## config.mk

```make
export PLATFORM = sky130hd
export DESIGN_NAME = ir_key_event
export DESIGN_NICKNAME = d
export VERILOG_FILES = /design/src/rtl/ir_key_event.sv
export SDC_FILE = /design/constraint.sdc
export NUM_CORES = 1
export LEC_CHECK = 0
export ABC_AREA = 1
export ABC_CLOCK_PERIOD_IN_PS = 3300
export CAP_MARGIN = 30
export CORE_ASPECT_RATIO = 1.2
export CORE_UTILIZATION = 40
export CTS_CLUSTER_DIAMETER = 100
export DETAILED_ROUTE_END_ITERATION = 12
export GPL_TIMING_DRIVEN = 0
export SLEW_MARGIN = 10
export SYNTH_ARGS = -nofsm -noshare
export SYNTH_HDL_FRONTEND = slang
export SYNTH_SLANG_ARGS = --single-unit
```

## constraint.sdc

```tcl
create_clock -name clk_in -period 3.3 [get_ports clk_in]
set_clock_uncertainty 0.1 [all_clocks]
set_input_delay 0.33 -clock clk_in [delete_from_list [all_inputs] [get_ports clk_in]]
set_output_delay 0.33 -clock clk_in [all_outputs]
set_load 0.02 [all_outputs]
```

## src/rtl/ir_key_event.sv

```systemverilog
// NEC frame checker: validates inverse bytes, suppresses auto-repeat of a held key,
// and queues bit-order-corrected key events behind a valid/ready FIFO.
module ir_key_event #(
    parameter int HOLD_TIMEOUT = 12_000_000,
    parameter int FIFO_DEPTH   = 4
) (
    input  logic        clk_in,
    input  logic        rst_in,
    input  logic [31:0] code_in,
    input  logic        new_code_in,
    output logic [7:0]  key_out,
    output logic [7:0]  addr_out,
    output logic        key_valid_out,
    input  logic        key_ready_in,
    output logic        key_held_out,
    output logic        error_pulse_out,
    output logic [1:0]  error_code_out,
    output logic [1:0]  state_out
);

    localparam int TW = $clog2(HOLD_TIMEOUT + 1);
    localparam int PW = $clog2(FIFO_DEPTH);
    localparam int CW = $clog2(FIFO_DEPTH + 1);
    localparam logic [TW-1:0] TMAX = TW'(HOLD_TIMEOUT);
    localparam logic [TW-1:0] TONE = TW'(1);
    localparam logic [PW-1:0] PONE = PW'(1);
    localparam logic [CW-1:0] CONE = CW'(1);
    localparam logic [CW-1:0] CFULL = CW'(FIFO_DEPTH);

    typedef enum logic [1:0] {IDLE = 2'd0, CHECK = 2'd1, PUSH = 2'd2, REJECT = 2'd3} state_t;

    state_t state_q, state_d;
    logic [31:0] code_q, code_d;
    logic [15:0] last_key_q, last_key_d;
    logic        last_valid_q, last_valid_d;
    logic [TW-1:0] timer_q, timer_d;
    logic        held_q, held_d;
    logic        err_pulse_q, err_pulse_d;
    logic [1:0]  err_code_q, err_code_d;
    logic [FIFO_DEPTH-1:0][15:0] mem_q, mem_d;
    logic [PW-1:0] wr_ptr_q, wr_ptr_d, rd_ptr_q, rd_ptr_d;
    logic [CW-1:0] count_q, count_d;
    logic [15:0] head_q, head_d;

    logic addr_ok, cmd_ok, is_repeat;
    logic load_code, rpt_hit, do_push, do_reject;
    logic pop, full, push_ok, overflow;
    logic [15:0] entry;

    function automatic logic [7:0] rev8(input logic [7:0] b);
        logic [7:0] r;
        for (int i = 0; i < 8; i++) r[i] = b[7-i];
        return r;
    endfunction

    assign addr_ok   = (code_q[23:16] == ~code_q[31:24]);
    assign cmd_ok    = (code_q[7:0] == ~code_q[15:8]);
    assign is_repeat = last_valid_q && ({code_q[31:24], code_q[15:8]} == last_key_q)
                       && (timer_q < TMAX);
    assign entry     = {rev8(code_q[31:24]), rev8(code_q[15:8])};

    always_ff @(posedge clk_in) begin
        if (rst_in) state_q <= IDLE;
        else        state_q <= state_d;
    end

    always_comb begin
        state_d = state_q;
        case (state_q)
            IDLE:    if (new_code_in) state_d = CHECK;
            CHECK: begin
                if (!addr_ok || !cmd_ok) state_d = REJECT;
                else if (is_repeat)      state_d = IDLE;
                else                     state_d = PUSH;
            end
            PUSH:    state_d = IDLE;
            REJECT:  state_d = IDLE;
            default: state_d = IDLE;
        endcase
    end

    always_comb begin
        load_code = 1'b0;
        rpt_hit   = 1'b0;
        do_push   = 1'b0;
        do_reject = 1'b0;
        state_out = state_q;
        case (state_q)
            IDLE:    load_code = new_code_in;
            CHECK:   rpt_hit = addr_ok && cmd_ok && is_repeat;
            PUSH:    do_push = 1'b1;
            REJECT:  do_reject = 1'b1;
            default: ;
        endcase
    end

    // Hold tracking, FIFO and error datapath
    always_comb begin
        code_d       = load_code ? code_in : code_q;
        timer_d      = timer_q;
        last_valid_d = last_valid_q;
        last_key_d   = last_key_q;
        held_d       = held_q;
        if (last_valid_q && timer_q != TMAX) begin
            timer_d = timer_q + TONE;
            if (timer_d == TMAX) begin
                last_valid_d = 1'b0;
                held_d       = 1'b0;
            end
        end
        if (rpt_hit) begin
            timer_d      = '0;
            held_d       = 1'b1;
            last_valid_d = 1'b1;
        end
        if (do_push) begin
            last_key_d   = {code_q[31:24], code_q[15:8]};
            last_valid_d = 1'b1;
            timer_d      = '0;
            held_d       = 1'b0;
        end

        pop      = (count_q != '0) && key_ready_in;
        full     = (count_q == CFULL);
        push_ok  = do_push && (!full || pop);
        overflow = do_push && full && !pop;

        mem_d    = mem_q;
        wr_ptr_d = wr_ptr_q;
        rd_ptr_d = rd_ptr_q;
        count_d  = count_q;
        if (push_ok) begin
            mem_d[wr_ptr_q] = entry;
            wr_ptr_d        = wr_ptr_q + PONE;
            count_d         = count_d + CONE;
        end
        if (pop) begin
            rd_ptr_d = rd_ptr_q + PONE;
            count_d  = count_d - CONE;
        end
        head_d = head_q;
        if (count_d != '0) head_d = mem_d[rd_ptr_d];

        err_pulse_d = 1'b0;
        err_code_d  = err_code_q;
        if (do_reject) begin
            err_pulse_d = 1'b1;
            err_code_d  = addr_ok ? 2'd2 : 2'd1;
        end
        if (overflow) begin
            err_pulse_d = 1'b1;
            err_code_d  = 2'd3;
        end
    end

    always_ff @(posedge clk_in) begin
        if (rst_in) begin
            code_q       <= '0;
            timer_q      <= '0;
            last_valid_q <= 1'b0;
            last_key_q   <= '0;
            held_q       <= 1'b0;
            mem_q        <= '0;
            wr_ptr_q     <= '0;
            rd_ptr_q     <= '0;
            count_q      <= '0;
            head_q       <= '0;
            err_pulse_q  <= 1'b0;
            err_code_q   <= 2'd0;
        end else begin
            code_q       <= code_d;
            timer_q      <= timer_d;
            last_valid_q <= last_valid_d;
            last_key_q   <= last_key_d;
            held_q       <= held_d;
            mem_q        <= mem_d;
            wr_ptr_q     <= wr_ptr_d;
            rd_ptr_q     <= rd_ptr_d;
            count_q      <= count_d;
            head_q       <= head_d;
            err_pulse_q  <= err_pulse_d;
            err_code_q   <= err_code_d;
        end
    end

    assign key_out         = head_q[7:0];
    assign addr_out        = head_q[15:8];
    assign key_valid_out   = (count_q != '0);
    assign key_held_out    = held_q;
    assign error_pulse_out = err_pulse_q;
    assign error_code_out  = err_code_q;

endmodule

```

==> tab_implementation.tex <==
\begin{tabular}{lr}
\hline
Metric & Value \\
\hline
\multicolumn{2}{l}{\textbf{Placement}} \\
\quad Count of port buffers added during placement & 57 \\
\quad Worst Setup Slack post-DPL & 0.489 ns \\
\quad Placer's final routability congestion estimate & 0.888 \\
\quad Post-Place Cell Area & 0.00877 mm² \\
\quad Detailed placer's ending HPWL & 16.3 mm \\
\quad \# placed instances & 1415 \\
\multicolumn{2}{l}{\textbf{Worst setup path}} \\
\quad Number of cells on the worst reg-to-reg path & 15 \\
\quad Arrival time at the worst endpoint & 2.96 ns \\
\quad Critical path cell sequence & inv\_1, ha\_1, nand3\_2, nand2\_8, xor2\_4, ha\_1, nand2\_1, xor2\_1, xnor2\_1, inv\_1, nand2\_2, buf\_6, nand2\_1, a21oi\_1, nor2\_1 \\
\quad Crit path capture type & register \\
\quad Maximum fanout encountered on the critical timing path & 10 \\
\quad Required arrival time at the worst endpoint & 3.54 ns \\
\quad Crit Path Class & reg2reg \\
\quad Cell type of the slowest stage on the worst timing path & sky130\_fd\_sc\_hd\_\_dfxtp\_1 \\
\quad Launching element type of the critical path & register \\
\quad Reg2reg setup slack & 0.58 ns \\
\quad Critical register-to-register path startpoint & count\_q[0]\$\_SDFF\_PP0\_ \\
\quad Largest stage delay on the critical path & 0.48 ns \\
\quad RR Endpoint & head\_q[7]\$\_SDFFE\_PP0P\_ \\
\multicolumn{2}{l}{\textbf{Die}} \\
\quad Core area & 0.0191 mm² \\
\quad Initial Util & 41.4\% \\
\quad Die Width & 130 µm \\
\quad I/O pins & 59 \\
\quad Die outline height & 156 µm \\
\quad Cell Rows & 55 \\
\quad Overall die area & 0.0203 mm² \\
\multicolumn{2}{l}{\textbf{Global routing}} \\
\quad Largest net degree at the start of global routing & 19 \\
\quad Grt total ovfl & 0 \\
\quad Number of global-route vias before repair & 6944 \\
\quad Total Routing Usage GR & 23.1\% \\
\quad Initial antenna violation count & 0 \\
\quad Wire length of the first global-routing pass & 35.3 mm \\
\multicolumn{2}{l}{\textbf{Timing}} \\
\quad Smallest setup slack after layout & 0.581 ns \\
\quad Final max-slew violation count & 0 \\
\quad Worst hold slack after final layout & 0.229 ns \\
\quad Highest Clock Rate & 0.368 GHz \\
\quad Time the worst path needs with I/O delays and setup & 2.72 ns \\
\quad Summed negative setup slack over all endpoints & 0 ns \\
\quad Tcrit/Tclk final & 82.4\% \\
\quad Setup repair after global routing missed its margin & no \\
\quad Setup Viol. Count Final & 0 \\
\quad Pin slew with the least headroom to its limit & 0.703 ns \\
\quad Count of final hold-check violations & 0 \\
\quad Worst-case headroom to the max-slew limit & 53.1\% \\
\multicolumn{2}{l}{\textbf{Flow run}} \\
\quad Number of maximum-capacitance constraint violations & 0 \\
\multicolumn{2}{l}{\textbf{Finish}} \\
\quad Finished layout cell area & 0.00937 mm² \\
\quad Area of the multi-input gates & 0.00398 mm² \\
\quad Number of nets in the final layout & 1224 \\
\quad Fraction of the core area covered by cells at the end of the flow & 49.2\% \\
\quad \# fillers & 2012 \\
\quad Area overhead of the layout relative to synthesis & 18.9\% \\
\quad Sequential cell area in the final layout & 0.00332 mm² \\
\quad \# diodes & 0 \\
\quad Fraction of final layout cells with drive strength greater than 1 & 7.05\% \\
\quad Number of standard cells in the final layout excluding fillers & 1447 \\
\multicolumn{2}{l}{\textbf{Power}} \\
\quad Post-layout total power & 6.62 mW \\
\quad Power per cell area & 706 mW/mm² \\
\quad Maximum ir drop on the vdd rail & 0.000491 V \\
\quad Standby leakage power & 3.86 nW \\
\multicolumn{2}{l}{\textbf{Clock tree}} \\
\quad Clock tree root buffer cell & sky130\_fd\_sc\_hd\_\_clkbuf\_16 \\
\quad Worst-case clock buffer depth & 2 \\
\quad Resized cells post-CTS & 0 \\
\quad \# Post-CTS Setup Buffers & 0 \\
\quad Count of hold buffers inserted by post-cts repair & 0 \\
\quad Skew-Pair Late Insertion Delay & 0.43 ns \\
\quad TritonCTS buffer count & 17 \\
\quad Deepest level of the CTS H-tree & 4 \\
\quad Post-CTS clock slew at the launch and capture registers of the worst setup and hold paths & 0.08 ns \\
\quad Sinks on the clock net & 166 \\
\quad CTS tree & yes \\
\multicolumn{2}{l}{\textbf{Route}} \\
\quad Number of violations reported at the end of detailed-routing iteration 0 & 391 \\
\quad Wire per inst & 15.2 µm \\
\quad Total DRC errors in the routed layout & 0 \\
\quad Post-Route WL & 22.0 mm \\
\quad Total vias in the final route & 7104 \\
\quad First-pass iteration count of the detailed router & 5 \\
\quad Antenna-violating nets left & 0 \\
\quad Per-cell via count in the routed design & 4.91 \\
\multicolumn{2}{l}{\textbf{Worst hold path}} \\
\quad Hold Path End & mem\_q[44]\$\_SDFF\_PP0\_ \\
\quad Number of cells on the worst hold path & 2 \\
\quad Hold Startpoint & rst\_in \\
\quad Worst Hold Class & in2reg \\
\multicolumn{2}{l}{\textbf{Run status}} \\
\quad Outcome & completed \\
\multicolumn{2}{l}{\textbf{Logic synthesis}} \\
\quad Synth Warn \# & 0 \\
\quad Cell area after synthesis & 0.00788 mm² \\
\quad Post-synthesis cell type count & 34 \\
\quad Mean cell area of the mapped netlist & 7.15 µm² \\
\quad Post-synthesis net count & 1148 \\
\quad Share of synthesized area occupied by flip-flops and latches & 42.2\% \\
\quad Flip-flop and latch count after synthesis & 166 \\
\quad Number of instances in the synthesized netlist & 1102 \\
\hline
\end{tabular}
==> worst max-delay path: cells and delay by family (launching register included) <==
| family | cells | cell delay, ns |
|---|---|---|
| compound gates | 1 | 0.14 |
| xor+xnor | 3 | 0.48 |
| fa+ha+maj | 2 | 0.42 |
| buf+inv | 3 | 0.33 |
| flops | 1 | 0.48 |
| simple gates | 6 | 0.67 |
==> registers in the layout, indices dropped and copies added, names as in the netlist <==
signal	cells
error_pulse_out	1
timer_q	24
error_code_out	2
rd_ptr_q	2
mem_q	64
state_out	2
code_q	32
last_key_q	16
count_q	3
last_valid_q	1
head_q	16
wr_ptr_q	2
key_held_out	1
==> layout make-up <==
type                       count  area share (%)
buffer                        57            3.14
clock buffer                  17            4.54
clock inverter                15            1.82
inverter                      76            3.04
multi-input combinational    803            42.5
sequential                   166            35.5
tap                          256            3.42
timing repair buffer          57            6.09
==> worst max-delay path by stage <==
stage | from | endpoint | slack, ns | cells past startpoint
finish | count_q[0]$_SDFF_PP0_ | head_q[7]$_SDFFE_PP0P_ | 0.58 | 15
floorplan | count_q[0]$_SDFF_PP0_ | head_q[6]$_SDFFE_PP0P_ | 0.95 | 15
CTS | count_q[0]$_SDFF_PP0_ | head_q[7]$_SDFFE_PP0P_ | 0.54 | 15
global route | count_q[0]$_SDFF_PP0_ | head_q[6]$_SDFFE_PP0P_ | 0.38 | 15
global placement | key_ready_in | head_q[7]$_SDFFE_PP0P_ | 0.51 | 15
detailed placement | key_ready_in | head_q[7]$_SDFFE_PP0P_ | 0.49 | 15
==> synthesized netlist by cell type, drive strengths merged <==
cell / instances / area [µm²]
a21oi: 63 / 315
a31oi: 1 / 6.26
buf: 30 / 193
clkbuf: 27 / 101
dfxtp: 166 / 3320
ha: 10 / 125
inv: 76 / 285
mux2i: 38 / 380
nand2: 247 / 951
nand3: 60 / 305
nand4: 8 / 50.1
nor2: 227 / 923
nor3: 1 / 5.00
o21a: 1 / 7.51
o21ai: 109 / 549
o21bai: 1 / 7.51
o221ai: 1 / 8.76
o22ai: 1 / 6.26
or2: 2 / 12.5
xnor2: 8 / 70.1
xor2: 25 / 256
==> report_power, final <==
part | internal (mW) | switching (mW)
clock | 1.09 | 0.951
sequential | 2.17 | 0.0962
combinational | 0.825 | 1.49
total | 4.08 | 2.53
==> layer usage <==
layer,wire length [µm],global-route usage (%),vias up
met5,0,0,-
met4,822,12.0,0
met3,550,3.05,49
met2,11300,41.5,125
met1,9330,26.2,3253
li1,-,-,3677
==> layout by cell type (no fill, tap or decap), drive strengths merged, types with 2 or more instances in the layout <==
cell,instances
nand2,247
nor2,227
dfxtp,166
o21ai,109
inv,89
a21oi,63
nand3,60
clkdlybuf4s50,57
clkbuf,44
mux2i,38
buf,30
xor2,25
ha,10
xnor2,8
nand4,8
or2,2
==> kinds of logic (layout without fill, tap and decap cells) <==
kind of cell / after synthesis / in the layout / share of synthesized area, %
compound gates: 177 / 177 / 11.4
xor+xnor: 33 / 33 / 4.14
fa+ha+maj: 10 / 10 / 1.59
buf+inv: 133 / 222 / 7.35
flops: 166 / 166 / 42.2
mux: 38 / 38 / 4.83
simple gates: 545 / 545 / 28.5
No activity file was read; power rests on OpenSTA's default activity.
